**config.mk**
```make
export PLATFORM = sky130hd
export DESIGN_NAME = packed_table_streamer
export DESIGN_NICKNAME = d
export VERILOG_FILES = /design/src/rtl/packed_table_streamer.sv
export SDC_FILE = /design/constraint.sdc
export NUM_CORES = 1
export LEC_CHECK = 0
export BUFFER_PORTS_ARGS = -buffer_cell sky130_fd_sc_hd__clkbuf_2
export CAP_MARGIN = 40
export CORE_MARGIN = 8
export CORE_UTILIZATION = 36
export DETAILED_ROUTE_END_ITERATION = 6
export PLACE_DENSITY = 0.82
export SLEW_MARGIN = 20
export SYNTH_ARGS = -nofsm -noshare
export SYNTH_HDL_FRONTEND = slang
export SYNTH_SLANG_ARGS = --single-unit
```
**constraint.sdc**
```tcl
create_clock -name clk -period 1.6 [get_ports clk]
set_input_delay 0.16 -clock clk [delete_from_list [all_inputs] [get_ports clk]]
set_output_delay 0.16 -clock clk [all_outputs]
set_load 0.01 [all_outputs]
```
**src/rtl/packed_table_streamer.sv**
```systemverilog
// Streams a constant, compile-time table of packed entries over a valid/ready
// port and accumulates an XOR checksum of every word the consumer accepted.
module packed_table_streamer #(
  parameter int WORD_W      = 32,
  parameter int NUM_WORDS   = 3,
  parameter int NUM_ENTRIES = 3,
  parameter int LOOP        = 0,
  localparam int IW         = (NUM_ENTRIES > 1) ? $clog2(NUM_ENTRIES) : 1,
  localparam int DATA_W     = NUM_WORDS * WORD_W
) (
  input  logic              clk,
  input  logic              rst,
  input  logic              start,
  input  logic              stop,
  output logic              out_valid,
  input  logic              out_ready,
  output logic [DATA_W-1:0] out_data,
  output logic [IW-1:0]     out_index,
  output logic              out_last,
  output logic              busy,
  output logic              done,
  output logic [WORD_W-1:0] checksum
);

  typedef enum logic [1:0] {IDLE, SEND, DONE} state_t;

  localparam logic [IW-1:0] LAST_IDX = IW'(NUM_ENTRIES - 1);

  state_t            state;
  logic [IW-1:0]     index;
  logic [WORD_W-1:0] csum;
  logic              stop_pending;

  logic              xfer;
  logic              is_last;
  logic              finish;
  logic [3:0]        tag_nib;
  logic [WORD_W-1:0] tag_word;
  logic [DATA_W-1:0] entry_data;
  logic [WORD_W-1:0] entry_xor;

  // Entry e carries tag (e+1) mod 16 in the top nibble of every word.
  assign tag_nib  = 4'(int'(index) + 1);
  assign tag_word = {tag_nib, {(WORD_W-4){1'b0}}};

  always_comb begin
    entry_data = '0;
    entry_xor  = '0;
    for (int w = 0; w < NUM_WORDS; w++) begin
      entry_data[w*WORD_W +: WORD_W] = tag_word | WORD_W'(w);
      entry_xor                      = entry_xor ^ (tag_word | WORD_W'(w));
    end
  end

  assign is_last = (index == LAST_IDX);
  assign xfer    = (state == SEND) && out_ready;
  // A looping stream ends on the first transfer at or after a stop request;
  // a one-shot stream ends on its last entry and never looks at stop.
  assign finish  = (LOOP != 0) ? (stop_pending || stop) : is_last;

  // NOTE: all state below uses non-blocking assignments so every register
  // samples the pre-edge values of the others, matching the hardware.
  always_ff @(posedge clk) begin
    if (rst) begin
      state        <= IDLE;
      index        <= '0;
      csum         <= '0;
      stop_pending <= 1'b0;
    end else begin
      case (state)
        IDLE, DONE: begin
          if (start) begin
            state        <= SEND;
            index        <= '0;
            csum         <= '0;
            stop_pending <= 1'b0;
          end
        end
        SEND: begin
          if ((LOOP != 0) && stop) stop_pending <= 1'b1;
          if (xfer) begin
            csum <= csum ^ entry_xor;
            if (finish) state <= DONE;
            else        index <= is_last ? '0 : index + IW'(1);
          end
        end
        default: state <= IDLE;
      endcase
    end
  end

  assign busy      = (state == SEND);
  assign done      = (state == DONE);
  assign out_valid = busy;
  assign out_data  = entry_data;
  assign out_index = index;
  assign out_last  = is_last;
  assign checksum  = csum;

endmodule

```
---- Word-level counts from Yosys, hierarchy flattened ----
Cells that the tools add are included.
operators by class
  add/sub/neg operators ................... 2
  eq/ne operators ......................... 7
  muxes and demuxes ....................... 11
  bitwise gates (word level) .............. 3
  reductions and logical operators ........ 7
operators by type and width
  operator                                                                  count
  32-bit two-way mux                                                        2
  32-bit case mux with 2 select lines                                       1
  31-bit XOR                                                                2
  32-bit by 31-bit XOR with 32-bit output                                   1
  2-bit two-way mux                                                         6
  2-bit case mux with 2 select lines                                        2
  2-bit inequality test (second input constant)                             3
  3-bit AND reduction                                                       2
  2-bit equality test (second input constant)                               2
  4-bit AND reduction                                                       1
  2-bit by 1-bit adder with 3-bit output (second input constant)            1
  2-bit by 1-bit adder with 2-bit output (second input constant)            1
  2-bit by 1-bit equality test with 1-bit output (second input constant)    1
  2-bit zero test                                                           1
  2-bit by 1-bit inequality test with 1-bit output (second input constant)  1
  2-bit nonzero test                                                        1
  2-bit OR reduction                                                        1
  1-bit logical AND                                                         1
word-level totals
  register bits ........................... 36
  input port bits ......................... 5

---- Logic depth before layout (Yosys ltp) ----
  word-level depth ........................ 6
  gate-level depth with buffers ........... 5

---- Worst setup path before layout ----
OpenSTA, ideal clock, no wires.
  path type ............................... reg-to-reg
  start point ............................. register index[0] (netlist: out_index[0])
  end point ............................... register index[1] (netlist: out_index[1])
  library setup time ...................... 0.070 ns
  data arrival time ....................... 1.381 ns
  setup slack ............................. 0.149 ns
  stages on the path, launching flop included .. 5
  clock period less this slack ............ 1.451 ns
  cell sequence ........................... dfxtp_1 -> inv_1 -> ha_1 -> or3_1 -> a21oi_1
on the way
  longest elaborated chain between the ends .. 4
ends and longest elaborated chain
  what                                    RTL line  source
  start, declared                         30        logic [IW-1:0] index;
  start signal, assigned                  84        else index <= is_last ? '0 : index + IW'(1);
  2-bit by 1-bit adder with 2-bit output  84
  2-bit two-way mux                       83        if (finish) state <= DONE;
  2-bit two-way mux                       81        if (xfer) begin
  2-bit case mux with 2 select lines      70        case (state)
Several ways; a longest one is shown, not always the timed one. The select of a mux whose other input is x is not followed.
A chain may end at the register's enable or synchronous reset.

---- Worst setup path after layout ----
  start point ............................. register index[0] (netlist: out_index[0])
  end point ............................... output out_data[93]
on the way
  longest elaborated chain between the ends .. 1
ends and longest elaborated chain
  what                                    RTL line  source
  2-bit by 1-bit adder with 3-bit output  43        assign tag_nib = 4'(int'(index) + 1);
  end, declared                           17        output logic [DATA_W-1:0] out_data,
No other way between the ends.

==> results.py <==
metrics = {
    "synthesis": {
        "synth.top_cell.area_share_pct": 67.5,
        "yosysTopAreaCell": "buf_4",
        "ys_seq_area_share_pct": 13.4,
        "yosysUniqueCellTypes": 20,
        "ys_ff_latch": 9,
        "syn_inst": 171,
        "syn_area_mm2": 0.00135,
        "ys_top_cells_by_area": "buf_4 67%, dfxtp_1 13%, a21oi_1 3.0%",
        "syn_area_per_cell_um2": 7.87,
        "ys_warn_count": 0,
    },
    "worst_setup_path": {
        "crit_required_ps": 1440,
        "endpoint_kind": "primary output",
        "r2r_slack_ps": 300,
        "path_cells": "inv_1 -> ha_1 -> inv_1 -> clkbuf_2",
        "reg2reg_to": "out_index[1]",
        "endpoint": "out_data[93]",
        "slowest_delay_ps": 340,
        "critical-path-top-delay-family": "adder cells",
        "critical-path-slowest-cell": "ha_1",
        "r2r.worst_path.cells": 4,
        "r2r_start": "out_index[0]",
        "cp_num_buf_inv": 3,
        "startpoint_type": "flip-flop",
        "crit_cells": 4,
        "worstPathArrival_ps": 1210,
        "crit_type": "flip-flop to primary output",
        "path_common_cell": "inv_1",
        "cp-startpoint": "out_index[0]",
        "crit_fanout": 4,
    },
    "power_and_ir_drop": {
        "power_density_mw_per_mm2": 661,
        "p_leak_uw": 0.000664,
        "peakVddDrop_v": 0.000196,
        "finalPower_uw": 705,
    },
    "global_routing": {
        "grt_overflow": 0,
        "first_global_vias": 825,
        "grt_max_degree": 15,
        "grt_usage_pct": 7.24,
        "antenna_found_initial": 0,
        "grt_pass1_wl_mm": 3.71,
    },
    "layout": {
        "fillerInstances": 444,
        "final_nets": 195,
        "regArea_um2": 180,
        "multi_input_area_um2": 644,
        "syn_to_final_growth_pct": -20.7,
        "drive_above_1_share_pct": 15.0,
        "fin_util_pct": 29.4,
        "diodes": 0,
    },
    "clock_tree": {
        "htreeDepth": 1,
        "clock_latency_ps": 230,
        "clock_sinks": 9,
        "post-cts-setup-buffers": 0,
        "ctsLongestPathBuffers": 2,
        "cts_resized": 0,
        "clk_pin_slew_ps": 40,
        "cts_hold_buf": 0,
        "cts_made_buffers": 3,
        "cts_root_buf": "clkbuf_8",
        "cts_tree": "done",
    },
    "timing": {
        "fin_crit_ps": 1370,
        "timing.fmax_mhz": 732,
        "finalHoldViolations": 0,
        "rsz0062_at_grt": "no",
        "setup_tns_ps": 0,
        "drv_slew": 0,
        "setup_viol": 0,
        "finalCritPeriodShare_pct": 85.4,
        "fin_worst_skew_ps": 0.887,
    },
    "die": {
        "initial_utilization_pct": 37.1,
        "die_w_um": 77.2,
        "die_y_um": 77.2,
        "coreArea_mm2": 0.00363,
        "rows": 22,
        "io-pin-count": 139,
        "die_area_mm2": 0.00595,
    },
    "placed_design": {
        "place_congestion": 0.690,
        "dpl.hpwl_mm": 2.22,
        "port_buffers": 23,
    },
    "drt": {
        "wl_per_cell_um": 10.4,
        "first_iter_violations": 11,
        "dr.pass1.iters": 4,
        "routed_wl_mm": 2.43,
        "drtAntennaViolNets": 0,
        "num_vias": 734,
        "via_per_inst": 3.12,
        "drc": 0,
    },
    "flow_run": {
        "drv_cap": 0,
    },
    "status": {
        "status": "complete, no violations",
    },
    "hold_path": {
        "hp-class": "input pin to flip-flop",
    },
}
==> sequential cells by signal, indices dropped and copies added (netlist names) <==
signal / flops
checksum: 5
out_index: 2
state: 2
==> where the power goes <==
| part | leakage [uW] | switching, uW | internal (uW) | total [uW] |
|---|---|---|---|---|
| clock network | 0.0000228 | 87.4 | 173 | 261 |
| registers | 0.0000732 | 6.63 | 233 | 240 |
| logic | 0.000568 | 175 | 29.0 | 204 |
| total | 0.000664 | 269 | 436 | 705 |
==> synthesized netlist by cell type <==
cell type and count:
buf_4 121, dfxtp_1 9, a21oi_1 8, o211ai_1 5, or3_1 5, inv_1 4
conb_1 2, ha_1 2, nand2_1 2, nand3_1 2, or2_0 2, a32oi_1 1
and2b_1 1, buf_1 1, buf_6 1, clkbuf_1 1, nand2b_1 1, nand3b_4 1
nor2_1 1, nor2b_1 1
==> final cells by class <==
class,instances,share of cell area (%)
multi-input combinational,146,60.4
sequential,9,16.9
timing repair buffer,24,11.5
tap,48,5.63
clock buffer,4,4.22
inverter,4,1.41
==> cell usage in the layout (no fill, tap or decap) <==
cell / n
a21oi_1: 8
a32oi_1: 1
and2b_1: 1
buf_4: 1
clkbuf_1: 1
clkbuf_2: 23
clkbuf_8: 3
conb_1: 114
dfxtp_1: 9
ha_1: 2
inv_1: 4
nand2_1: 2
nand2b_1: 1
nand3_1: 2
nand3b_4: 1
nor2_1: 1
nor2b_1: 1
o211ai_1: 5
or2_0: 2
or3_1: 5
==> cell families (layout without fill, tap and decap cells) <==
logic type | after synthesis | after routing | share of synthesized area [%]
buf+inv | 128 | 32 | 70.0
simple gates | 16 | 16 | 7.81
compound gates | 14 | 14 | 6.41
flops | 9 | 9 | 13.4
fa+ha+maj | 2 | 2 | 1.86
other cells | 2 | 114 | 0.558
==> how the worst min path moves through the flow <==
| stage | from | endpoint | slack (ps) | depth (start not counted) |
|---|---|---|---|---|
| 2_1_floorplan | out_ready | state[1] | 330 | 2 |
| 3_3_place_gp | start | state[1] | 450 | 4 |
| 6_report | start | state[1] | 220 | 4 |
| 5_1_grt | rst | out_index[0] | 250 | 2 |
| 4_1_cts | start | state[1] | 220 | 4 |
| 3_5_place_dp | start | state[1] | 460 | 4 |
==> metal layers <==
metal  global-route usage, %  part of all wire (%)  vias to the layer above
met5                       0                     0                        -
met1                    6.33                    34                      330
met4                    2.83                  0.45                        0
li1                        -                     -                      331
met2                    12.7                    52                       71
met3                    4.90                    14                        2
==> worst min-delay path: stages <==
cell,delay [ps]
clkbuf_2,90
inv_1,40
a32oi_1,50
nor2_1,70
==> stage by stage <==
stage                     hold WS (ps)  instance area (um2)  setup WS (ps)  instances
after CTS                          220                 1070            218        235
final                              221                 1070            234        235
after global placement             453                 1020            332        231
after detailed placement           457                 1020            302        231
after global routing               250                 1070            181        235
after floorplan                    325                 1770            149        283
Note: power is estimated with default switching activity, not from simulation.
